### src/rtl/buffer_ctrl_pkg.sv
// Shared definitions for the convolution sample-buffer controller:
// controller state encoding and the taps-to-pairs helper.
package buffer_ctrl_pkg;

  typedef enum logic {
    FILL = 1'b0,
    READ = 1'b1
  } state_t;

  // Pair_* flags travel as one bundle: {valid, second_valid, first, last}
  localparam int FLAG_W = 4;

  function automatic int num_pairs(input int kernel_size);
    return (kernel_size + 1) / 2;
  endfunction

endpackage

### src/rtl/buffer_ctrl_flag_delay.sv
// Latency-deep shift register for the pair flag bundle, with synchronous clear.
// Latency=0 is a pure wire so flags line up with a combinational Buffer read.
module buffer_ctrl_flag_delay #(
  parameter int Latency = 1,
  parameter int Width   = 4
) (
  input  logic             clk,
  input  logic             srst,
  input  logic [Width-1:0] d,
  output logic [Width-1:0] q
);

  generate
    if (Latency == 0) begin : g_bypass
      logic unused_ok;
      assign unused_ok = &{1'b0, clk, srst};
      assign q = d;
    end else begin : g_pipe
      for (genvar gi = 0; gi < Latency; gi++) begin : g_stage
        logic [Width-1:0] q_reg;
        if (gi == 0) begin : g_head
          always_ff @(posedge clk) begin
            if (srst) q_reg <= '0;
            else      q_reg <= d;
          end
        end else begin : g_tail
          always_ff @(posedge clk) begin
            if (srst) q_reg <= '0;
            else      q_reg <= g_stage[gi-1].q_reg;
          end
        end
      end
      assign q = g_stage[Latency-1].q_reg;
    end
  endgenerate

endmodule

### src/rtl/buffer_ctrl.sv
// Sample-buffer address sequencer: fills a KernelSize window, streams it two taps
// per cycle, slides by Stride. Optional macro BUFFER_CTRL_WINCNT_EN adds Window_Count.
module buffer_ctrl
  import buffer_ctrl_pkg::*;
#(
  parameter int BufferSize  = 4,
  parameter int BufferWidth = 2,
  parameter int KernelSize  = 3,
  parameter int Stride      = 1,
  parameter int ReadLatency = 1
) (
  input  logic                   clk,
  input  logic                   aclr,
  input  logic                   Flush,
  input  logic                   In_Valid,
  output logic                   In_Ready,
  output logic                   EN,
  output logic [BufferWidth-1:0] W_Addr,
  output logic [BufferWidth-1:0] R_Addr1,
  output logic [BufferWidth-1:0] R_Addr2,
  output logic                   Pair_Valid,
  output logic                   Pair_Second_Valid,
  output logic                   Pair_First,
  output logic                   Pair_Last,
  output logic                   Busy
`ifdef BUFFER_CTRL_WINCNT_EN
  ,
  output logic [15:0]            Window_Count
`endif
);

  localparam int CW = BufferWidth + 1;
  localparam logic [BufferWidth-1:0] LAST_PAIR = BufferWidth'(num_pairs(KernelSize) - 1);
  localparam logic [BufferWidth-1:0] STRIDE_A  = BufferWidth'(Stride);
  localparam logic [CW-1:0]          STRIDE_C  = CW'(Stride);
  localparam logic [CW-1:0]          KERNEL_C  = CW'(KernelSize);
  localparam bit                     KERNEL_ODD = (KernelSize % 2) == 1;

  state_t                 state_reg, state_next;
  logic [BufferWidth-1:0] wptr_reg, wptr_next;
  logic [BufferWidth-1:0] rbase_reg, rbase_next;
  logic [CW-1:0]          count_reg, count_next;
  logic [BufferWidth-1:0] pair_idx_reg, pair_idx_next;
  logic [BufferWidth-1:0] r_addr1_reg, r_addr2_reg;

  logic                   in_ready, en, is_last;
  logic [BufferWidth-1:0] tap_even, tap_odd;
  logic                   raw_valid, raw_second, raw_first, raw_last;
  logic [FLAG_W-1:0]      raw_flags, pair_flags;

  assign in_ready = (state_reg == FILL) && !Flush && !aclr;
  assign en       = In_Valid && in_ready;
  assign tap_even = rbase_reg + (pair_idx_reg << 1);
  assign tap_odd  = tap_even + BufferWidth'(1);
  assign is_last  = (pair_idx_reg == LAST_PAIR);

  // Aborted reads must never surface as valid pairs, even with zero read latency
  assign raw_valid  = (state_reg == READ) && !Flush && !aclr;
  assign raw_first  = raw_valid && (pair_idx_reg == '0);
  assign raw_last   = raw_valid && is_last;
  assign raw_second = raw_valid && !(is_last && KERNEL_ODD);
  assign raw_flags  = {raw_valid, raw_second, raw_first, raw_last};

  always_comb begin
    state_next    = state_reg;
    wptr_next     = wptr_reg;
    rbase_next    = rbase_reg;
    count_next    = count_reg;
    pair_idx_next = pair_idx_reg;
    if (Flush) begin
      state_next    = FILL;
      count_next    = '0;
      pair_idx_next = '0;
      rbase_next    = wptr_reg;
    end else begin
      unique case (state_reg)
        FILL: begin
          if (en) begin
            wptr_next  = wptr_reg + BufferWidth'(1);
            count_next = count_reg + CW'(1);
            if (count_next == KERNEL_C) state_next = READ;
          end
        end
        READ: begin
          if (is_last) begin
            rbase_next    = rbase_reg + STRIDE_A;
            count_next    = count_reg - STRIDE_C;
            pair_idx_next = '0;
            state_next    = FILL;
          end else begin
            pair_idx_next = pair_idx_reg + BufferWidth'(1);
          end
        end
        default: state_next = FILL;
      endcase
    end
  end

  always_ff @(posedge clk) begin
    if (aclr) begin
      state_reg    <= FILL;
      wptr_reg     <= '0;
      rbase_reg    <= '0;
      count_reg    <= '0;
      pair_idx_reg <= '0;
      r_addr1_reg  <= '0;
      r_addr2_reg  <= '0;
    end else begin
      state_reg    <= state_next;
      wptr_reg     <= wptr_next;
      rbase_reg    <= rbase_next;
      count_reg    <= count_next;
      pair_idx_reg <= pair_idx_next;
      if (state_reg == READ) begin
        r_addr1_reg <= tap_even;
        r_addr2_reg <= tap_odd;
      end
    end
  end

  buffer_ctrl_flag_delay #(
    .Latency (ReadLatency),
    .Width   (FLAG_W)
  ) u_flag_delay (
    .clk  (clk),
    .srst (aclr | Flush),
    .d    (raw_flags),
    .q    (pair_flags)
  );

  assign In_Ready          = in_ready;
  assign EN                = en;
  assign W_Addr            = wptr_reg;
  assign R_Addr1           = (state_reg == READ) ? tap_even : r_addr1_reg;
  assign R_Addr2           = (state_reg == READ) ? tap_odd  : r_addr2_reg;
  assign Pair_Valid        = pair_flags[3];
  assign Pair_Second_Valid = pair_flags[2];
  assign Pair_First        = pair_flags[1];
  assign Pair_Last         = pair_flags[0];
  assign Busy              = (state_reg != FILL);

`ifdef BUFFER_CTRL_WINCNT_EN
  logic [15:0] window_count_reg;

  always_ff @(posedge clk) begin
    if (aclr || Flush)                window_count_reg <= '0;
    else if (Pair_Valid && Pair_Last) window_count_reg <= window_count_reg + 16'd1;
  end

  assign Window_Count = window_count_reg;
`endif

endmodule
### config.mk
export PLATFORM = sky130hd
export DESIGN_NAME = buffer_ctrl
export DESIGN_NICKNAME = d
export VERILOG_FILES = /design/src/rtl/buffer_ctrl_pkg.sv /design/src/rtl/buffer_ctrl_flag_delay.sv /design/src/rtl/buffer_ctrl.sv
export SDC_FILE = /design/constraint.sdc
export NUM_CORES = 1
export LEC_CHECK = 0
export BUFFER_PORTS_ARGS = -buffer_cell sky130_fd_sc_hd__buf_2
export CORE_MARGIN = 2
export CORE_UTILIZATION = 52
export CTS_BUF_LIST = sky130_fd_sc_hd__clkbuf_4
export DETAILED_ROUTE_END_ITERATION = 10
export PLACE_DENSITY = 0.77
export SYNTH_ARGS = -nofsm -noshare
export SYNTH_HDL_FRONTEND = slang
export SYNTH_HIERARCHICAL = 1
export SYNTH_SLANG_ARGS = --single-unit
### constraint.sdc
create_clock -name clk -period 2.2 [get_ports clk]
set_input_delay 0.66 -clock clk [delete_from_list [all_inputs] [get_ports clk]]
set_output_delay 0.66 -clock clk [all_outputs]
set_load 0.1 [all_outputs]
* Word-level counts from Yosys, hierarchy flattened *
Index checks and enable logic that the tools add are counted.

storage, ports and cells
  RAM bits = 0
  bits in latches = 0
  memory bits (read-only) = 0
  output and inout port bits = 13
  word-level logic and storage cells = 53
  memories = 0
  register bits after elaboration = 18
  bits of input ports = 4

cells by class
  shift-type cells = 0
  add/sub/neg operators = 7
  divide/modulo/power cells = 0
  reduce and logical (&&, ||, !) cells = 18
  multiply operators = 0
  $lt $le $gt $ge = 0
  mux-type cells = 13
  bitwise operators = 3
  equality and inequality tests = 4

operators by type and width
  kind                   count
  $mux W2                6
  $add A2 B1 Y2 const B  4
  $logic_and A1 B1 Y1    8
  $mux W3                2
  $pmux W3 S2            1
  $reduce_and A2 Y1      2
  $reduce_bool A2 Y1     2
  $add A3 B1 Y3 const B  1
  $eq A3 B2 Y1 const B   1
  $logic_not A1 Y1       3
  $mux W1                3
  $reduce_and A3 Y1      1
  $sub A3 B1 Y3 const B  1
  $add A2 B2 Y2          1
  $eq A2 B1 Y1 const B   1
  $logic_not A2 Y1       1
  $ne A2 B1 Y1 const B   1
  $ne A2 B2 Y1 const B   1
  $not A1 Y1             2
  $pmux W1 S2            1
  $reduce_or A2 Y1       1
  $or A1 B1 Y1           1

* Logic depth before layout (Yosys ltp) *
  word-level depth = 6
  mapped depth = 5
  mapped depth without buffers = 5

* By module *
Netlist, hierarchy kept.

by module, submodules not included
  module                  area each (µm²)  times used  cells each
  buffer_ctrl             754.5            1           82
  buffer_ctrl_flag_delay  105.1            1           8

* Worst setup path after synthesis *
OpenSTA, ideal clock, no wires.

  kind = reg-to-output
  start point = register state_reg, in the netlist Busy
  end point = output port R_Addr1[1]
  required time = 1.540 ns
  path slack = -1.469 ns
  stages on the path, launching flop included = 5
  data arrival time = 3.009 ns
  path buffers = 2
  path through = dfxtp_1 > buf_2 > buf_2 > nor2_1 > a21oi_1

on the way
  cells in the longest elaborated chain, start to end = 1

ends and longest elaborated chain
  what                    line                text
  from (decl)             buffer_ctrl.sv:39   state_t state_reg, state_next;
  from (signal assigned)  buffer_ctrl.sv:109  state_reg <= state_next;
  $mux W2                 n/a
  to (decl)               buffer_ctrl.sv:19   output logic [BufferWidth-1:0] R_Addr1,

Every way passes these cells.

* Worst setup path after layout *
  start point = register rbase_reg[0]
  end point = output port R_Addr2[1]

on the way
  cells in the longest elaborated chain, start to end = 3

ends and longest elaborated chain
  what                    line                text
  from (decl)             buffer_ctrl.sv:41   logic [BufferWidth-1:0] rbase_reg, rbase_next;
  from (signal assigned)  buffer_ctrl.sv:111  rbase_reg <= rbase_next;
  $add A2 B2 Y2           buffer_ctrl.sv:53   assign tap_even = rbase_reg + (pair_idx_reg << 1);
  $add A2 B1 Y2           buffer_ctrl.sv:54   assign tap_odd = tap_even + BufferWidth'(1);
  $mux W2                 n/a
  to (decl)               buffer_ctrl.sv:20   output logic [BufferWidth-1:0] R_Addr2,

Every way passes these cells.

==> metrics.txt <==
vias in the first global route=599; relative slew slack=67.8%; CP max-delay cell=xor3_1; CTS H-Tree Depth=1; Overflow after GRT=0; die width=44.7 µm; Gate power share=15.7%; unrepaired setup endpoints after global routing=true; P_sw=approximately 0.00017 W; Worst R2R Setup Slack=0.91 ns; CP Buf/Inv Count=1; Routed WL=1.40 mm; power after layout=~0.00060 W; Root Buffer Master=clkbuf_4; Layout Utilization=between 70% and 80%; CTS Buf Count=3; Leak=roughly 0.45 nW; multi-input logic area=just under 500 µm²; IO buf count=16; post-synthesis sequential area ratio=41.9%; Wirelength per Cell=~11 µm; post-synthesis async set-or-reset flop share=0%; Crit. path cell count=3; pre-CTS setup slack=0.218 ns; Reg2Reg Depth=5; Unique masters post-synth=28; CTS tree=built; Top FF cell, synth=dfxtp_1; CP Capture Point=R_Addr2[1]; clk_lat worst skew=~0.3 ns; Ant. Diodes=0; EDFF count, synth=0; max FFs per register=4; DRT Pass-1 Iters=4; Worst Path Arrival=between 1 and 1.5 ns; final worst path period need=about 2.1 ns; Seq pwr share=55.9%; endpoints failing hold=0; Reg clk slew, reported paths=roughly 0.10 ns; via/cell ratio=5.29; Post-CTS Setup Bufs=0; part of the cycle the worst path needs=approximately 100%; final setup violating endpoints=0; CP required=1.54 ns; global-route wire length before repair=2.58 mm; CP cell instances=xor3_1 > mux2_4 > buf_12; clock sinks=18; Crit Path Class=flop to output port; Max VDD drop=0.401 mV; switch share=28.6%; fmax=465 MHz; hold crit path type=flop to flop; area post-placement=1050 µm²; clock network fraction of design power=approximately 28%; remaining antenna violation count=0; Die H=44.7 µm; die area=1990 µm²; Critical Path Source=rbase_reg[0]$_SDFFE_PP0P_; Worst Hold Depth=2; area grow syn2layout=27.8%; cell internal pwr=~0.00043 W; register area=368 µm²; DRC viols=0; max cap viols=0; Slew @ Worst Pin=about 0.49 ns; Final Cell Area=1100 µm²; Syn Nets=97; initial core utilization=56.4%; CP top delay family=XOR/XNOR gates; Slew Limit Fails=0; Core Area=1520 µm²; crit-path max FO=2; setup ws final=0.0500 ns; reg2reg end=count_reg[1]$_SDFFE_PP0P_; routability cong.=between 0.7 and 0.8; r2r startpoint=count_reg[1]$_SDFFE_PP0P_; fraction of layout cells with a size suffix above 1=34.5%; Setup TNS=0 ns; Layout Nets=118; status=finished clean; Avg Cell Area, Syn=9.55 µm²; Tot GR Track Use=18.5%; fill cell count=106; DR vias=667; # rows=14; Syn Inst Count=90; Clock Path Buffers=2; initial antenna violation count=0; Mapped Area=around 860 µm²; Slowest Stage Delay on Critical Path=0.40 ns; Pwr Density=549 nW/µm²; clk_skew=roughly 0.007 ns; Worst setup SP type=flop; drt first-iter violations=11; post-detail-place hpwl=1.03 mm; CTS Hold Bufs=0; io pins=17; Crit. End Element=output port; #FFs+latches synth=18; YS warnings=6; largest net degree at the start of global routing=21
==> worst min-delay path by stage <==
| stage | from | endpoint | slack [ns] |
|---|---|---|---|
| 2_1_floorplan | count_reg[2]$_SDFFE_PP0P_ | count_reg[2]$_SDFFE_PP0P_ | 0.46 |
| 3_3_place_gp | count_reg[2]$_SDFFE_PP0P_ | count_reg[2]$_SDFFE_PP0P_ | 0.48 |
| 3_5_place_dp | count_reg[2]$_SDFFE_PP0P_ | count_reg[2]$_SDFFE_PP0P_ | 0.49 |
| 4_1_cts | count_reg[2]$_SDFFE_PP0P_ | count_reg[2]$_SDFFE_PP0P_ | 0.50 |
| 5_1_grt | count_reg[2]$_SDFFE_PP0P_ | count_reg[2]$_SDFFE_PP0P_ | 0.53 |
| 6_report | count_reg[2]$_SDFFE_PP0P_ | count_reg[2]$_SDFFE_PP0P_ | 0.50 |
==> cell type report <==
class	instances	share of cell area [%]
clock inverters	1	0.342
clock buffers	3	2.05
multi-input cells	62	45.2
flip-flops and latches	18	33.5
well taps	16	1.82
repair buffers	20	14.8
inverters	6	2.28
==> synth_stat cells (all sizes together) (3+ instances only) <==
master   n  share of area, %
dfxtp   18                42
nor2     9               3.9
nor2b    8               6.7
inv      6               2.6
xnor2    6               6.1
a21oi    5               2.9
buf      4               3.1
mux2     4               5.7
nand2    4               1.7
ha       3               4.4
nor3b    3               2.6
==> cells by family (layout without fill, tap and decap cells) <==
group	after synthesis	in the layout	synth area share, %
flip-flops	18	18	41.9
XOR/XNOR	7	7	8.88
multiplexers	5	5	6.84
AND/OR/NAND/NOR	36	36	24.3
AO/OA/AOI/OAI	11	11	8.01
buffers and inverters	10	30	5.68
adder cells (fa/ha/maj)	3	3	4.37
==> timing repair <==
action,4_1_cts,5_1_grt
setup endpoints to repair,3,2
resized for setup,5,5
pin swaps,0,1
==> stage by stage <==
stage	cells	hold slack [ns]
global route	126	0.528
global placement	122	0.478
finish	126	0.500
floorplan	90	0.462
detailed placement	122	0.489
CTS	126	0.504
==> power groups by stage <==
stage / logic, W / registers [W] / clock network [W]
floorplan: 0.0000514 / 0.000362 / 0
global placement: 0.0000923 / 0.000344 / 0
detailed placement: 0.0000937 / 0.000344 / 0
CTS: 0.0000941 / 0.000337 / 0.000176
global route: 0.000102 / 0.000338 / 0.000194
finish: 0.0000947 / 0.000337 / 0.000171
==> worst register-to-register path, delay by kind of cell (launching register included) <==
family	cells	cell delay, ns
AO/OA/AOI/OAI	2	0.18
adder cells (fa/ha/maj)	1	0.28
buffers and inverters	1	0.07
flip-flops	1	0.39
multiplexers	1	0.26
==> cells in the final DEF (no fill, tap or decap), types with 3 or more instances in the layout <==
cell | Yosys | final
nor3b_1 | 3 | 3
dfxtp_2 | 0 | 3
nand2_1 | 4 | 4
buf_12 | 0 | 3
nor2_4 | 0 | 3
ha_1 | 3 | 3
clkbuf_4 | 0 | 4
dfxtp_1 | 18 | 14
buf_4 | 0 | 6
inv_1 | 5 | 5
a21oi_1 | 5 | 4
buf_2 | 3 | 10
nor2b_1 | 7 | 7
mux2_2 | 3 | 3
xnor2_1 | 6 | 6
nor2_1 | 9 | 6
==> per-layer routing <==
layer  track usage (%)  up-vias  wire length [µm]  part of all wire (%)
li1                  -      339                 -                     -
met1              22.7      307               629                    45
met2              27.2       16               662                    47
met3              4.90        5                62                   4.4
met4              14.5        0                50                   3.6
met5                 0        -                 0                     0
Note: power is estimated with default switching activity, not from simulation.
